$ cat config.mk
export PLATFORM = sky130hd
export DESIGN_NAME = dj8v_mem_arbiter
export DESIGN_NICKNAME = d
export VERILOG_FILES = /design/src/rtl/dj8v_mem_arbiter.sv
export SDC_FILE = /design/constraint.sdc
export NUM_CORES = 1
export LEC_CHECK = 0
export ABC_AREA = 1
export CAP_MARGIN = 20
export CORE_MARGIN = 1.5
export CORE_UTILIZATION = 46
export DETAILED_ROUTE_END_ITERATION = 8
export PLACE_DENSITY = 0.84
export SLEW_MARGIN = 25
export SYNTH_ARGS = -nofsm -noshare
export SYNTH_HDL_FRONTEND = slang
export SYNTH_SLANG_ARGS = --single-unit
$ cat constraint.sdc
create_clock -name clk -period 2.7 [get_ports clk]
set_input_delay 0.81 -clock clk [delete_from_list [all_inputs] [get_ports clk]]
set_output_delay 0.81 -clock clk [all_outputs]
set_load 0.02 [all_outputs]
$ cat src/rtl/dj8v_mem_arbiter.sv
// dj8v_mem_arbiter: shares the 8-bit multiplexed external memory bus between CPU and debug port.
// Build option: define DBG_PRIORITY_EN for fixed debug-port priority (default is round-robin).
module dj8v_mem_arbiter #(
  parameter int AW          = 12,
  parameter int WAIT_CYCLES = 1
) (
  input  logic          clk,
  input  logic          rst_n,
  input  logic          cpu_req,
  input  logic          cpu_we,
  input  logic [AW-1:0] cpu_addr,
  input  logic [7:0]    cpu_wdata,
  output logic          cpu_ack,
  input  logic          dbg_req,
  input  logic          dbg_we,
  input  logic [AW-1:0] dbg_addr,
  input  logic [7:0]    dbg_wdata,
  output logic          dbg_ack,
  output logic [7:0]    rdata,
  output logic          busy,
  input  logic [7:0]    bus_in,
  output logic [7:0]    bus_out,
  output logic [7:0]    bus_oe,
  output logic          mem_ale_lo,
  output logic          mem_ale_hi,
  output logic          mem_we_n,
  output logic          mem_oe_n
);

  localparam logic [2:0] S_IDLE = 3'd0;
  localparam logic [2:0] S_AL   = 3'd1;
  localparam logic [2:0] S_AH   = 3'd2;
  localparam logic [2:0] S_DATA = 3'd3;
  localparam logic [2:0] S_DONE = 3'd4;

  logic [2:0]    state_q, state_d;
  logic [2:0]    cnt_q, cnt_d;
  logic          we_q, we_d;
  logic [AW-1:0] addr_q, addr_d;
  logic [7:0]    wdata_q, wdata_d;
  logic          gnt_dbg_q, gnt_dbg_d;
  logic          pick_dbg;
  logic [15:0]   addr_ext;
`ifndef DBG_PRIORITY_EN
  logic          last_dbg_q, last_dbg_d;
`endif

  logic          cpu_ack_d, dbg_ack_d, busy_d;
  logic [7:0]    rdata_d, bus_out_d, bus_oe_d;
  logic          ale_lo_d, ale_hi_d, we_n_d, oe_n_d;

`ifdef DBG_PRIORITY_EN
  assign pick_dbg = dbg_req;
`else
  // Round-robin: on a tie, the requester that did not win last time goes first.
  assign pick_dbg = dbg_req && (!cpu_req || !last_dbg_q);
`endif

  always_comb begin
    state_d   = state_q;
    cnt_d     = cnt_q;
    we_d      = we_q;
    addr_d    = addr_q;
    wdata_d   = wdata_q;
    gnt_dbg_d = gnt_dbg_q;
`ifndef DBG_PRIORITY_EN
    last_dbg_d = last_dbg_q;
`endif
    case (state_q)
      S_IDLE: begin
        if (cpu_req || dbg_req) begin
          gnt_dbg_d = pick_dbg;
          we_d      = pick_dbg ? dbg_we    : cpu_we;
          addr_d    = pick_dbg ? dbg_addr  : cpu_addr;
          wdata_d   = pick_dbg ? dbg_wdata : cpu_wdata;
`ifndef DBG_PRIORITY_EN
          last_dbg_d = pick_dbg;
`endif
          state_d   = S_AL;
        end
      end
      S_AL: state_d = S_AH;
      S_AH: begin
        state_d = S_DATA;
        cnt_d   = 3'(WAIT_CYCLES);
      end
      S_DATA: begin
        if (cnt_q == 3'd0) state_d = S_DONE;
        else               cnt_d   = cnt_q - 3'd1;
      end
      default: state_d = S_IDLE;
    endcase
  end

  assign addr_ext = 16'(addr_d);

  // Outputs are decoded from the next state so every pin comes straight from a flop.
  always_comb begin
    cpu_ack_d = 1'b0;
    dbg_ack_d = 1'b0;
    busy_d    = (state_d != S_IDLE);
    rdata_d   = rdata;
    bus_out_d = 8'h00;
    bus_oe_d  = 8'h00;
    ale_lo_d  = 1'b0;
    ale_hi_d  = 1'b0;
    we_n_d    = 1'b1;
    oe_n_d    = 1'b1;
    if (state_q == S_DATA && cnt_q == 3'd0 && !we_q) rdata_d = bus_in;
    case (state_d)
      S_AL: begin
        bus_oe_d  = 8'hFF;
        bus_out_d = addr_ext[7:0];
        ale_lo_d  = 1'b1;
      end
      S_AH: begin
        bus_oe_d  = 8'hFF;
        bus_out_d = addr_ext[15:8];
        ale_hi_d  = 1'b1;
      end
      S_DATA: begin
        if (we_d) begin
          bus_oe_d  = 8'hFF;
          bus_out_d = wdata_d;
          we_n_d    = 1'b0;
        end else begin
          oe_n_d    = 1'b0;
        end
      end
      S_DONE: begin
        cpu_ack_d = !gnt_dbg_d;
        dbg_ack_d = gnt_dbg_d;
      end
      default: ;
    endcase
  end

  always_ff @(posedge clk or negedge rst_n) begin
    if (!rst_n) begin
      state_q    <= S_IDLE;
      cnt_q      <= 3'd0;
      we_q       <= 1'b0;
      addr_q     <= '0;
      wdata_q    <= 8'h00;
      gnt_dbg_q  <= 1'b0;
`ifndef DBG_PRIORITY_EN
      last_dbg_q <= 1'b1;
`endif
      cpu_ack    <= 1'b0;
      dbg_ack    <= 1'b0;
      busy       <= 1'b0;
      rdata      <= 8'h00;
      bus_out    <= 8'h00;
      bus_oe     <= 8'h00;
      mem_ale_lo <= 1'b0;
      mem_ale_hi <= 1'b0;
      mem_we_n   <= 1'b1;
      mem_oe_n   <= 1'b1;
    end else begin
      state_q    <= state_d;
      cnt_q      <= cnt_d;
      we_q       <= we_d;
      addr_q     <= addr_d;
      wdata_q    <= wdata_d;
      gnt_dbg_q  <= gnt_dbg_d;
`ifndef DBG_PRIORITY_EN
      last_dbg_q <= last_dbg_d;
`endif
      cpu_ack    <= cpu_ack_d;
      dbg_ack    <= dbg_ack_d;
      busy       <= busy_d;
      rdata      <= rdata_d;
      bus_out    <= bus_out_d;
      bus_oe     <= bus_oe_d;
      mem_ale_lo <= ale_lo_d;
      mem_ale_hi <= ale_hi_d;
      mem_we_n   <= we_n_d;
      mem_oe_n   <= oe_n_d;
    end
  end

endmodule

== Word-level counts from Yosys, hierarchy flattened ==
Index checks and enable logic that the tools add are counted.

* Add/sub/neg operators: 1
* Equality and inequality tests: 8
* Multiplexer cells: 28
* Reductions and logical operators: 16

{| class="wikitable"
|+ Operator list
! operator !! count
|-
| two-way mux 8 bit || 5
|-
| two-way mux 12 bit || 3
|-
| case mux 8 bit (3 select lines) || 1
|-
| case mux 8 bit (2 select lines) || 1
|-
| two-way mux 1 bit || 13
|-
| == test 3 x 2 -> 1 bit, second input constant || 4
|-
| case mux 3 bit (4 select lines) || 1
|-
| two-way mux 3 bit || 3
|-
| == test 3 x 1 -> 1 bit, second input constant || 2
|-
| zero test 3 bit || 2
|-
| case mux 3 bit (2 select lines) || 1
|-
| zero test 1 bit || 4
|-
| AND reduction 2 bit || 2
|-
| == test 3 bit, second input constant || 1
|-
| logical AND 1 bit || 3
|-
| nonzero test 3 bit || 1
|-
| subtractor 3 x 1 -> 3 bit, second input constant || 1
|-
| logical OR 1 bit || 2
|-
| inequality test 2 bit, second input constant || 1
|-
| nonzero test 2 bit || 1
|-
| OR reduction 2 bit || 1
|}

* Flip-flop bits (word level): 60
* Input bits: 54

== Depth between registers and ports, before layout ==
* Word-level depth: 8
* Gate-level depth with buffers: 10

== Worst setup path before layout ==
No wires, ideal clock.

* Path kind: input to register
* From: input cpu_req
* To: register addr_q[10]
* Library setup time: 124 ps
* Arrival: 1657 ps
* Required time: 2576 ps
* Setup slack: 919 ps
* Stages on the path: 7
* Path through: nand2_1 nand2_2 inv_1 buf_2 or2_2 o211ai_1 nand2_1

* Word-level cells in the longest chain between the ends: 6

{| class="wikitable"
|+ Ends and longest elaborated chain
! element !! line !! text
|-
| start: declaration || 9 || <nowiki>input logic cpu_req,</nowiki>
|-
| zero test 1 bit || 56 || <nowiki>assign pick_dbg = dbg_req && (!cpu_req || !last_dbg_q);</nowiki>
|-
| logical OR 1 bit || 56 ||
|-
| logical AND 1 bit || 56 ||
|-
| two-way mux 12 bit || 74 || <nowiki>addr_d = pick_dbg ? dbg_addr : cpu_addr;</nowiki>
|-
| two-way mux 12 bit (*) || 71 || <nowiki>if (cpu_req || dbg_req) begin</nowiki>
|-
| two-way mux 12 bit (*) || 69 || <nowiki>case (state_q)</nowiki>
|-
| named net addr_d[10] || 39 || <nowiki>logic [AW-1:0] addr_q, addr_d;</nowiki>
|-
| end signal: assignment || 163 || <nowiki>addr_q <= addr_d;</nowiki>
|-
| end: declaration || 39 ||
|}

Mark *: on every way through the listed nets, which the timed path passes. The rest lies on a longest branch.
A chain may end at the register's enable or synchronous reset.

== Final worst setup path ==
* From: register mem_oe_n
* To: output mem_oe_n

{| class="wikitable"
|+ RTL lines
! element !! line !! text
|-
| start: declaration || 27 || <nowiki>output logic mem_oe_n</nowiki>
|-
| start signal: assignment || 178 || <nowiki>mem_oe_n <= oe_n_d;</nowiki>
|}

No word-level cell between the ends.

==> out/results.ini <==
[clocking]
h-tree-depth = 2
cts_tree = done
clock-sinks = 45
clock_latency_ns = 0.29
clkTransAtPathRegs_ns = 0.08
post-cts-setup-buffers = 0
cts-root-buf = clkbuf_8
cts_inserted_buffers = 5
ctsResizeCount = 0
hold_buffers = 0
clockBufferDepth = 2

[timing]
fmax_mhz = 451
setup_slack_ns = 0.483
whs_ns = 0.469
rsz0062_at_grt = no
tightest_slew_ns = 0.855
timing.final.crit_share_pct = 82.1
fin_crit_ns = 2.22
relSlewSlack_pct = 42.8
setup_viol = 0
finClkSkew_ns = 0.00602
maxSlewViolCount = 0
fin_setup_tns_ns = 0
hold_viol_final = 0

[global_routing]
grt_antenna_before_repair = 0
overflow = 0
grt_max_degree = 46
grt_pass1_wl_um = 8330
gr-usage-all-layers_pct = 20.9
grt_pass1_vias = 1824

[pwr]
internal_power_w = 0.00199
switchingPower_w = 0.00131
pwr-share-clk_pct = 15.6
ir_worst_vdd_mv = 0.559
cellPowerDensity_mw_per_mm2 = 1070
switching_share_pct = 39.7
p_seq_share_pct = 34.8
p_leak_nw = 1.51
combPwrFrac_pct = 49.6

[worst_setup_path]
crit_fanout = 1
crit_required_ns = 1.89
crit_type = flip-flop to output port
path_cells = clkdlybuf4s50_1
cp.depth = 1
setup.worst_path.start_class = flip-flop
reg2reg_depth = 9
worst-path-buf-inv = 1
critPathMaxStageDelay_ns = 0.60
crit_family = buffers and inverters
cp_slowest_cell = clkdlybuf4s50_1
cp.arrival_ns = 1.41
crit_path_end_kind = output port

[place]
placed_cell_area_mm2 = 0.00296
placed_cells = 370
place_congestion = 0.829
io_buffers = 84
dp_slack_ns = 0.258
dp_hpwl_um = 3630

[detailed_routing]
firstDrtPassIters = 4
vias = 1845
drtIter0Drc = 121
vias_per_cell = 4.88
postRouteAntennaNets = 0
wire_per_inst_um = 13.1
drc = 0
wl_um = 4930

[cells_and_area]
fin_area_mm2 = 0.00308
nFillCells = 368
layout.cells.non_filler = 378
antennaDiodeCount = 0
num-nets-final = 381
areaGrowthSynthToFinish_pct = 44.0
drive_above_1_share_pct = 11.3
regArea_mm2 = 0.00113
multi_input_area_um2 = 776

[yosys]
synthesis.area_mm2 = 0.00214
syn_avg_cell_area_um2 = 8.69
synth-edff-count = 0
synth_flop_cell = dfrtp_1
ys_async_sr_fraction_pct = 100
yosysWarningCount = 0
yosysUniqueCellTypes = 24
synth_area_leaders = dfrtp_1, nand2_1, inv_1
synth_top_area_share_pct = 49.2
synth_area_leader_cell = dfrtp_1
ys_ff_latch = 45
synthCells = 246
yosysSeqAreaShare_pct = 52.9
synth_nets = 302

[floorplanning]
rows = 24
die_h_um = 71.2
initial_core_util_pct = 48.4
io_pins = 85
core-area_mm2 = 0.00441
fp.dieW_um = 71.2
die-area_mm2 = 0.00506

[job]
drv_cap = 0

[worst_hold_path]
worstHoldPathType = flip-flop to flip-flop
hold_depth = 2

[status]
status = finished, final reports clean

-- power groups by stage --
stage,logic [W],registers (W),clock network (W)
5_1_grt,0.00180,0.00118,0.000556
3_5_place_dp,0.00164,0.00116,0
3_3_place_gp,0.00160,0.00115,0
4_1_cts,0.00165,0.00115,0.000521
2_1_floorplan,0.000893,0.00131,0
6_report,0.00164,0.00115,0.000513
-- cell usage in the layout (no fill, tap or decap), drive strengths merged --
cell type / n
clkdlybuf4s50: 83
nand2: 67
dfrtp: 42
inv: 31
nor2: 23
nand3: 22
o21ai: 17
o211ai: 8
clkbuf: 7
buf: 6
or2: 4
nand3b: 3
dfstp: 3
nand4: 2
a21oi: 2
o22ai: 2
ha: 2
o21a: 1
bufinv: 1
-- kinds of logic (layout without fill, tap and decap cells) --
logic type,count (synthesis),after routing,share of synthesized area (%)
AND/OR/NAND/NOR,121,121,25.5
buffers and inverters,48,128,10.8
flip-flops,45,45,52.9
AO/OA/AOI/OAI,30,30,9.60
adder cells (fa/ha/maj),2,2,1.17
-- cells in the mapped netlist (2+ instances only) --
cell type	number
dfstp_2	3
a21oi_1	2
buf_2	5
nand2_1	61
nand2_2	6
o21ai_2	8
or2_2	3
nor2_1	20
inv_1	30
nand4_1	2
nor2_4	3
buf_4	8
o211ai_1	8
buf_6	2
nand3b_1	3
dfrtp_1	42
clkbuf_1	2
ha_1	2
nand3_1	22
o22ai_1	2
o21ai_0	9
-- through the flow --
step           util (%)  total power, W
5_1_grt            69.7         0.00353
6_report           69.7         0.00330
4_1_cts            69.7         0.00331
3_5_place_dp       67.1         0.00280
3_3_place_gp       67.1         0.00274
2_1_floorplan         -         0.00220
-- final timing paths --
path,from,to,slack (ns)
setup / recovery,mem_oe_n,mem_oe_n,0.48
hold / removal,last_dbg_q,last_dbg_q,0.47
setup reg to reg,cnt_q[0],cnt_q[0],0.64
hold reg to reg,last_dbg_q,last_dbg_q,0.47
max in group asynchronous,rst_n,mem_we_n,1.74
min in group asynchronous,rst_n,rdata[7],0.58
-- layout make-up --
| type | instances | share of cell area [%] |
|---|---|---|
| multi-input combinational | 153 | 25.2 |
| clock buffer | 7 | 2.81 |
| tap | 52 | 2.11 |
| clock inverter | 1 | 0.976 |
| timing repair buffer | 89 | 28.4 |
| sequential | 45 | 36.7 |
| inverter | 31 | 3.78 |
-- state kept, by name, summed over array words and instances (netlist names), 3 cells and up --
| register | count |
|---|---|
| addr_q | 4 |
| bus_out | 8 |
| cnt_q | 3 |
| rdata | 8 |
| state_q | 3 |
| wdata_q | 8 |
-- metal layers --
layer / GRT usage [%] / share of wire (%) / up-vias
met5: 0 / 0 / -
met4: 8.39 / 1.2 / 0
met3: 3.56 / 6.2 / 5
met2: 32.9 / 49 / 75
met1: 29.0 / 44 / 844
li1: - / - / 921
Note: power is estimated with default switching activity, not from simulation.
